[src/rtl/logs_nco_bank.sv]
`default_nettype none
// ============================================================================
//  Module   : logs_nco_bank
//  Brief    : Time-multiplexed bank of C NCOs sharing one phase adder; emits
//             per-voice pulse waves and a registered active-voice count.
//             Optional LOGS_NCO_XORSHIFT_SEED_EN gives xorshift32 phase seeds.
//  Revision : 1.0 - initial release
// ============================================================================
module logs_nco_bank #(
    parameter int N  = 8,
    parameter int C  = 4,
    parameter int AW = (C > 1) ? $clog2(C) : 1,
    parameter int MW = $clog2(C + 1)
) (
    input  logic          clk,
    input  logic          reset,
    input  logic          step,
    input  logic          wr_en,
    input  logic          wr_sel,
    input  logic [AW-1:0] wr_addr,
    input  logic [N-1:0]  wr_data,
    output logic [C-1:0]  snd,
    output logic [MW-1:0] mix,
    output logic          busy,
    output logic          overrun
);

    typedef enum logic [0:0] {
        ST_IDLE  = 1'b0,
        ST_SWEEP = 1'b1
    } state_t;

    localparam logic [AW-1:0] c_last = AW'(C - 1);
    localparam logic [N-1:0]  c_half = {1'b1, {(N-1){1'b0}}};

    state_t          r_state;
    state_t          w_state_nxt;
    logic [AW-1:0]   r_idx;
    logic [AW-1:0]   w_idx_nxt;
    logic [N-1:0]    r_phase [C];
    logic [N-2:0]    r_freq  [C];
    logic [N-1:0]    r_duty  [C];
    logic            w_addr_ok;
    logic [MW-1:0]   w_pop;

`ifdef LOGS_NCO_XORSHIFT_SEED_EN
    // Elaboration-time seed: xorshift32 iterated k times from a fixed start.
    function automatic logic [N-1:0] seed(input int k);
        logic [31:0] x;
        x = 32'hD1BD_81EB;
        for (int i = 0; i < k; i++) begin
            x = x ^ (x << 13);
            x = x ^ (x >> 17);
            x = x ^ (x << 5);
        end
        return N'(x);
    endfunction
`endif

    if (C == (1 << AW)) begin : g_addr_full
        assign w_addr_ok = 1'b1;
    end else begin : g_addr_part
        assign w_addr_ok = (wr_addr <= c_last);
    end

    always_ff @(posedge clk or posedge reset) begin
        if (reset) begin
            r_state <= ST_IDLE;
            r_idx   <= '0;
        end else begin
            r_state <= w_state_nxt;
            r_idx   <= w_idx_nxt;
        end
    end

    always_comb begin
        w_state_nxt = r_state;
        w_idx_nxt   = r_idx;
        busy        = 1'b0;
        overrun     = 1'b0;
        case (r_state)
            ST_IDLE: begin
                if (step) begin
                    w_state_nxt = ST_SWEEP;
                    w_idx_nxt   = '0;
                end
            end
            ST_SWEEP: begin
                busy    = 1'b1;
                overrun = step;
                if (r_idx == c_last) begin
                    w_state_nxt = ST_IDLE;
                    w_idx_nxt   = '0;
                end else begin
                    w_idx_nxt = r_idx + 1'b1;
                end
            end
            default: begin
                w_state_nxt = ST_IDLE;
                w_idx_nxt   = '0;
            end
        endcase
    end

    // Compare and accumulate use pre-update values, so a same-cycle write only
    // lands in the register and shows on the next visit to that channel.
    always_ff @(posedge clk or posedge reset) begin
        if (reset) begin
            snd <= '0;
            for (int k = 0; k < C; k++) begin
`ifdef LOGS_NCO_XORSHIFT_SEED_EN
                r_phase[k] <= seed(k);
`else
                r_phase[k] <= '0;
`endif
                r_freq[k]  <= '0;
                r_duty[k]  <= c_half;
            end
        end else begin
            if (r_state == ST_SWEEP) begin
                snd[r_idx]     <= (r_phase[r_idx] >= r_duty[r_idx]);
                r_phase[r_idx] <= r_phase[r_idx] + {1'b0, r_freq[r_idx]};
            end
            if (wr_en && w_addr_ok) begin
                if (wr_sel) begin
                    r_duty[wr_addr] <= wr_data;
                end else begin
                    r_freq[wr_addr] <= wr_data[N-2:0];
                end
            end
        end
    end

    always_comb begin
        w_pop = '0;
        for (int k = 0; k < C; k++) begin
            w_pop = w_pop + MW'(snd[k]);
        end
    end

    always_ff @(posedge clk or posedge reset) begin
        if (reset) begin
            mix <= '0;
        end else begin
            mix <= w_pop;
        end
    end

endmodule
`default_nettype wire

[config.mk]
export PLATFORM = sky130hd
export DESIGN_NAME = logs_nco_bank
export DESIGN_NICKNAME = d
export VERILOG_FILES = /design/src/rtl/logs_nco_bank.sv
export SDC_FILE = /design/constraint.sdc
export NUM_CORES = 1
export LEC_CHECK = 0
export CORE_UTILIZATION = 55
export DETAILED_ROUTE_END_ITERATION = 10
export GPL_TIMING_DRIVEN = 0
export PLACE_DENSITY = 0.75
export SLEW_MARGIN = 20
export SYNTH_ARGS = -nofsm -noshare
export SYNTH_HDL_FRONTEND = slang
export SYNTH_SLANG_ARGS = --single-unit
[constraint.sdc]
create_clock -name clk -period 5.8 [get_ports clk]
set_input_delay 0.58 -clock clk [delete_from_list [all_inputs] [get_ports clk]]
set_output_delay 0.58 -clock clk [all_outputs]
set_load 0.02 [all_outputs]
# Yosys cells after proc, flatten, opt, wreduce, memory -nomap -nowiden
# Index checks and enable logic that the tools add are counted.
# classes
mux	29
reduce_logical	5
bitwise	4
n_eq_ne	2
add_sub_neg	5
n_lt_le_gt_ge	7
# ops
op	n
$bwmux W32	2
$mux W8	6
$bmux W8 S2	2
$demux W8 S2	2
$bwmux W28	1
$mux W7	3
$bmux W7 S2	1
$demux W7 S2	1
$add A8 B7 Y8	1
$ge A8 B8 Y1	1
$ge A3 B3 Y1 const B	2
$lt A3 B1 Y1 const B	2
$not A2 Y3	2
$mux W1	5
$bwmux W4	1
$mux W2	2
$pmux W2 S2	1
$reduce_and A2 Y1	2
$add A2 B1 Y3	1
$add A3 B1 Y3	1
$logic_and A1 B1 Y1	3
$lt A2 B3 Y1 const B	1
$add A1 B1 Y2	1
$add A2 B1 Y2 const B	1
other kinds (6)	7
# totals
regBits	102
wordCells	68
input_bits	15

# Longest topological paths before layout
# depth
word_depth	6
depth_mapped	12
ltp_nobuf	9

# Worst setup path after synthesis
# OpenSTA, ideal clock, no wires.
# synth_timing
path_kind	reg2reg
startpoint	reg r_idx[1]
endpoint	reg r_phase[14] (netlist name)
synth_period_minus_slack_ns	2.793
setup_time_ns	0.136
t_required_ns	5.664
slack_ns	3.007
t_arrival_ns	2.657
path_stages_with_launch	13
cell_sequence	dfrtp_1 > buf_2 > buf_4 > buf_2 > mux4_2 > ha_1 > inv_1 > fa_1 > nor2b_4 > o31a_1 > o21a_1 > nor3_1 > o31ai_1
# synth_via
elab_chain_cells	6
# synth_lines
element	line	text
start: declaration	38	logic [AW-1:0] r_idx;
start signal: assignment	72	r_idx <= w_idx_nxt;
$not A2 Y3 (not written as such) (*)	122	r_phase[r_idx] <= r_phase[r_idx] + {1'b0, r_freq[r_idx]};
$bmux W8 S2, or another cell as far along	122	
$mux W8 (not written as such), or another cell as far along	122	
$mux W8 (not written as such) or $mux W7 (tied branches)	122	
$add A8 B7 Y8 or $demux W8 S2 (tied branches)	122	
$bwmux W32 (*)	122	
end signal: indexed assignment	122	
end: declaration	40	logic [N-1:0] r_phase [C];
# Mark *: on every way between the ends. The rest lies on a longest branch, timed or not. The select of a mux whose other input is x is not followed.
# A chain may end at the register's enable or synchronous reset.

# Worst setup path in the final report
# layout_timing
startpoint	reg r_idx[1]
endpoint	reg r_phase[30] (netlist name)
# The elaborated chain is that of the path after synthesis.

==> qor.txt <==
status: complete, no violations
VDD IR-drop max: 213 µV
Worst Tran Pin Value: 889 ps
Tmin final: 3380 ps
Ys Warns: 0
Most Frequent Cell on Critical Path: buf_2
placeable core area: 8680 µm²
Setup Viol. Count Final: 0
Synth Flop Type: dfrtp_1
Comb power frac: 50.2%
HPWL Detailed: 6.75 mm
share of cells above drive strength 1: 34.0%
Final Hold Violating Endpoints: 0
Syn Nets: 393
Post-CTS Setup Inserts: 0
Num Clock Sinks: 102
cell with the largest stage delay on the worst path: dfrtp_1
DR WL/cell: 18.8 µm
EDFF count, synth: 0
Area Growth Syn to Fin: 11.9%
1st-iter DRT viols: 89
die extent in x: 96.7 µm
Initial Util: 56.8%
min-delay worst type: flip-flop to flip-flop
Post-Synthesis Cell Area: 4930 µm²
startpoint types: flip-flop
number of global-route vias before repair: 3085
routed wire length: 9.38 mm
most instantiated cells after synthesis: dfrtp_1 (98), mux2_2 (72), nand2_1 (32), o21ai_0 (24), mux4_2 (23)
Slew Viols, Final: 0
RSZ-0062 raised after global routing: false
post-route ant nets: 0
Bufs on Longest Clock Path: 2
# nets final: 424
Worst setup EP type: flip-flop
Ant. Diodes: 0
Die ar.: 9350 µm²
Pwr Total: 3.15 mW
sw power: 1.20 mW
fin cells: 499
Top-Level Pins: 24
hold_buf cts: 0
top-count cell post-synth: dfrtp_1
critical path type: flip-flop to flip-flop
Num CTS Buffers: 9
slew margin rel.: 40.4%
Worst-path clk slew: 100 ps
Seq pwr share: 33.9%
CP arrival: 3620 ps
Synth Instances: 355
drc violations: 0
top cells by area, synth: dfrtp_1 (50%), mux2_2 (16%), mux4_2 (11%)
Sw Share: 38.0%
grt total ovfl: 0
asr flop ratio synth: 100%
Resized Gates After CTS: 0
CP Cell Sequence: buf_2 > buf_4 > buf_2 > mux4_2 > ha_1 > inv_1 > fa_1 > nor2b_4 > o31a_1 > o21a_1 > nor3_1 > o31ai_1
footprint of the multi-input gates: 2220 µm²
Rows: 34
total number of vias: 2924
first-pass GRT wire length: 16.0 mm
hold slack final: 492 ps
CTS tree: done
Clock Skew: 6.30 ps
FF/Latch Area: 2560 µm²
cell internal pwr: 1.95 mW
drt first pass iters: 4
initial antenna violation count: 0
Reg2Reg Depth: 12
WP data required: 6040 ps
# H-tree levels: 3
Setup TNS: 0 ps
final core occ: 63.5%
synth unique cells: 38
GPL Wtd Cong: 0.777
root buffer cell: clkbuf_8
sequential-to-total area share from yosys stat: 51.9%
Vias/cell: 5.86
Clk pwr share: 16.0%
max frequency: 296 MHz
slowest cell delay on critical path: 390 ps
Die Y: 96.7 µm
largest net degree at the start of global routing: 71
Hold Path Cell Cnt: 2
P_leak: 2.41 nW
PortBufs: 19
area leader, netlist: dfrtp_1
syn avg cell area: 13.9 µm²
Worst-Skew Late Latency: 370 ps
Worst Path Max Fanout: 10
total global-route track usage: 22.2%
Yosys top cell area share: 49.7%
max_cap viols: 0
Final Cycle Share: 58.3%
DP Cell Count: 483
Fillers: 648
power density over the cells: 572 nW/µm²
Yosys reg bits: 102
==> metal layers <==
metal	GRT usage (%)	wire, µm	up-vias
li1	-	-	1351
met1	30.8	4360	1514
met2	36.0	4630	48
met3	3.61	254	11
met4	7.12	147	0
met5	0	0	-
==> area by class of cell <==
class / count / share of cell area [%]
flip-flops and latches: 102 / 46.4
multi-input cells: 218 / 40.3
repair buffers: 20 / 3.95
well taps: 108 / 2.45
clock buffers: 9 / 2.25
clock inverters: 7 / 1.86
inverters: 20 / 1.45
plain buffers: 15 / 1.38
==> power by group through the flow <==
stage          Clock (mW)  Combinational, mW  Sequential, mW
6_report            0.504               1.58            1.07
3_3_place_gp            0               1.53            1.07
4_1_cts             0.516               1.61            1.07
3_5_place_dp            0               1.60            1.08
5_1_grt             0.540               1.78            1.10
2_1_floorplan           0               1.19            1.07
==> placed cells by master (no fill, tap or decap), types with 2 or more instances in the layout <==
cell type,instances
nor3_2,2
dfstp_2,4
o21a_1,3
fa_1,2
mux2_2,72
mux4_2,23
nand3_1,2
a21o_1,2
a21oi_1,5
nand2b_1,2
ha_1,21
clkbuf_1,6
nand4b_1,3
nor3b_2,2
inv_6,3
inv_1,19
nand2_1,32
xor2_1,2
clkbuf_8,9
nand4_1,2
buf_2,7
o21ai_0,24
dfrtp_1,98
clkdlybuf4s50_1,19
bufinv_16,2
o31ai_1,5
==> critical path, delay by kind of cell (launching register included) <==
kind	cells	cell delay (ps)
AO/OA/AOI/OAI	3	590
adder cells (fa/ha/maj)	2	490
buffers and inverters	4	970
flip-flops	1	390
multiplexers	1	390
AND/OR/NAND/NOR	2	420
==> stage by stage <==
stage	cell area, µm²	setup slack [ps]
after global routing	5510	2140
after global placement	5260	1180
after floorplan	4930	2550
after detailed placement	5290	2420
final	5510	2420
after CTS	5510	2420
==> flip-flops by register name, indices dropped and copies added (netlist names) <==
register and cells:
r_state 1, r_duty 32, mix 3, r_freq 28, r_phase 32, snd 4, r_idx 2
==> cell families (layout without fill, tap and decap cells) <==
logic type | Yosys count | in the layout | synth area share (%)
buffers and inverters | 35 | 71 | 3.07
flip-flops | 102 | 102 | 51.9
multiplexers | 95 | 95 | 27.0
XOR/XNOR | 4 | 4 | 0.863
AND/OR/NAND/NOR | 52 | 52 | 5.76
AO/OA/AOI/OAI | 44 | 44 | 5.33
adder cells (fa/ha/maj) | 23 | 23 | 6.14
==> worst paths after layout <==
kind	from	endpoint	slack [ps]
setup / recovery	r_idx[1]	r_phase[30]	2420
hold / removal	r_phase[25]	r_phase[25]	490
setup reg to reg	r_idx[1]	r_phase[30]	2420
hold reg to reg	r_phase[25]	r_phase[25]	490
max in group asynchronous	reset	r_duty[15]	4570
min in group asynchronous	reset	r_phase[25]	560
Power figures use the tool's default switching activity.
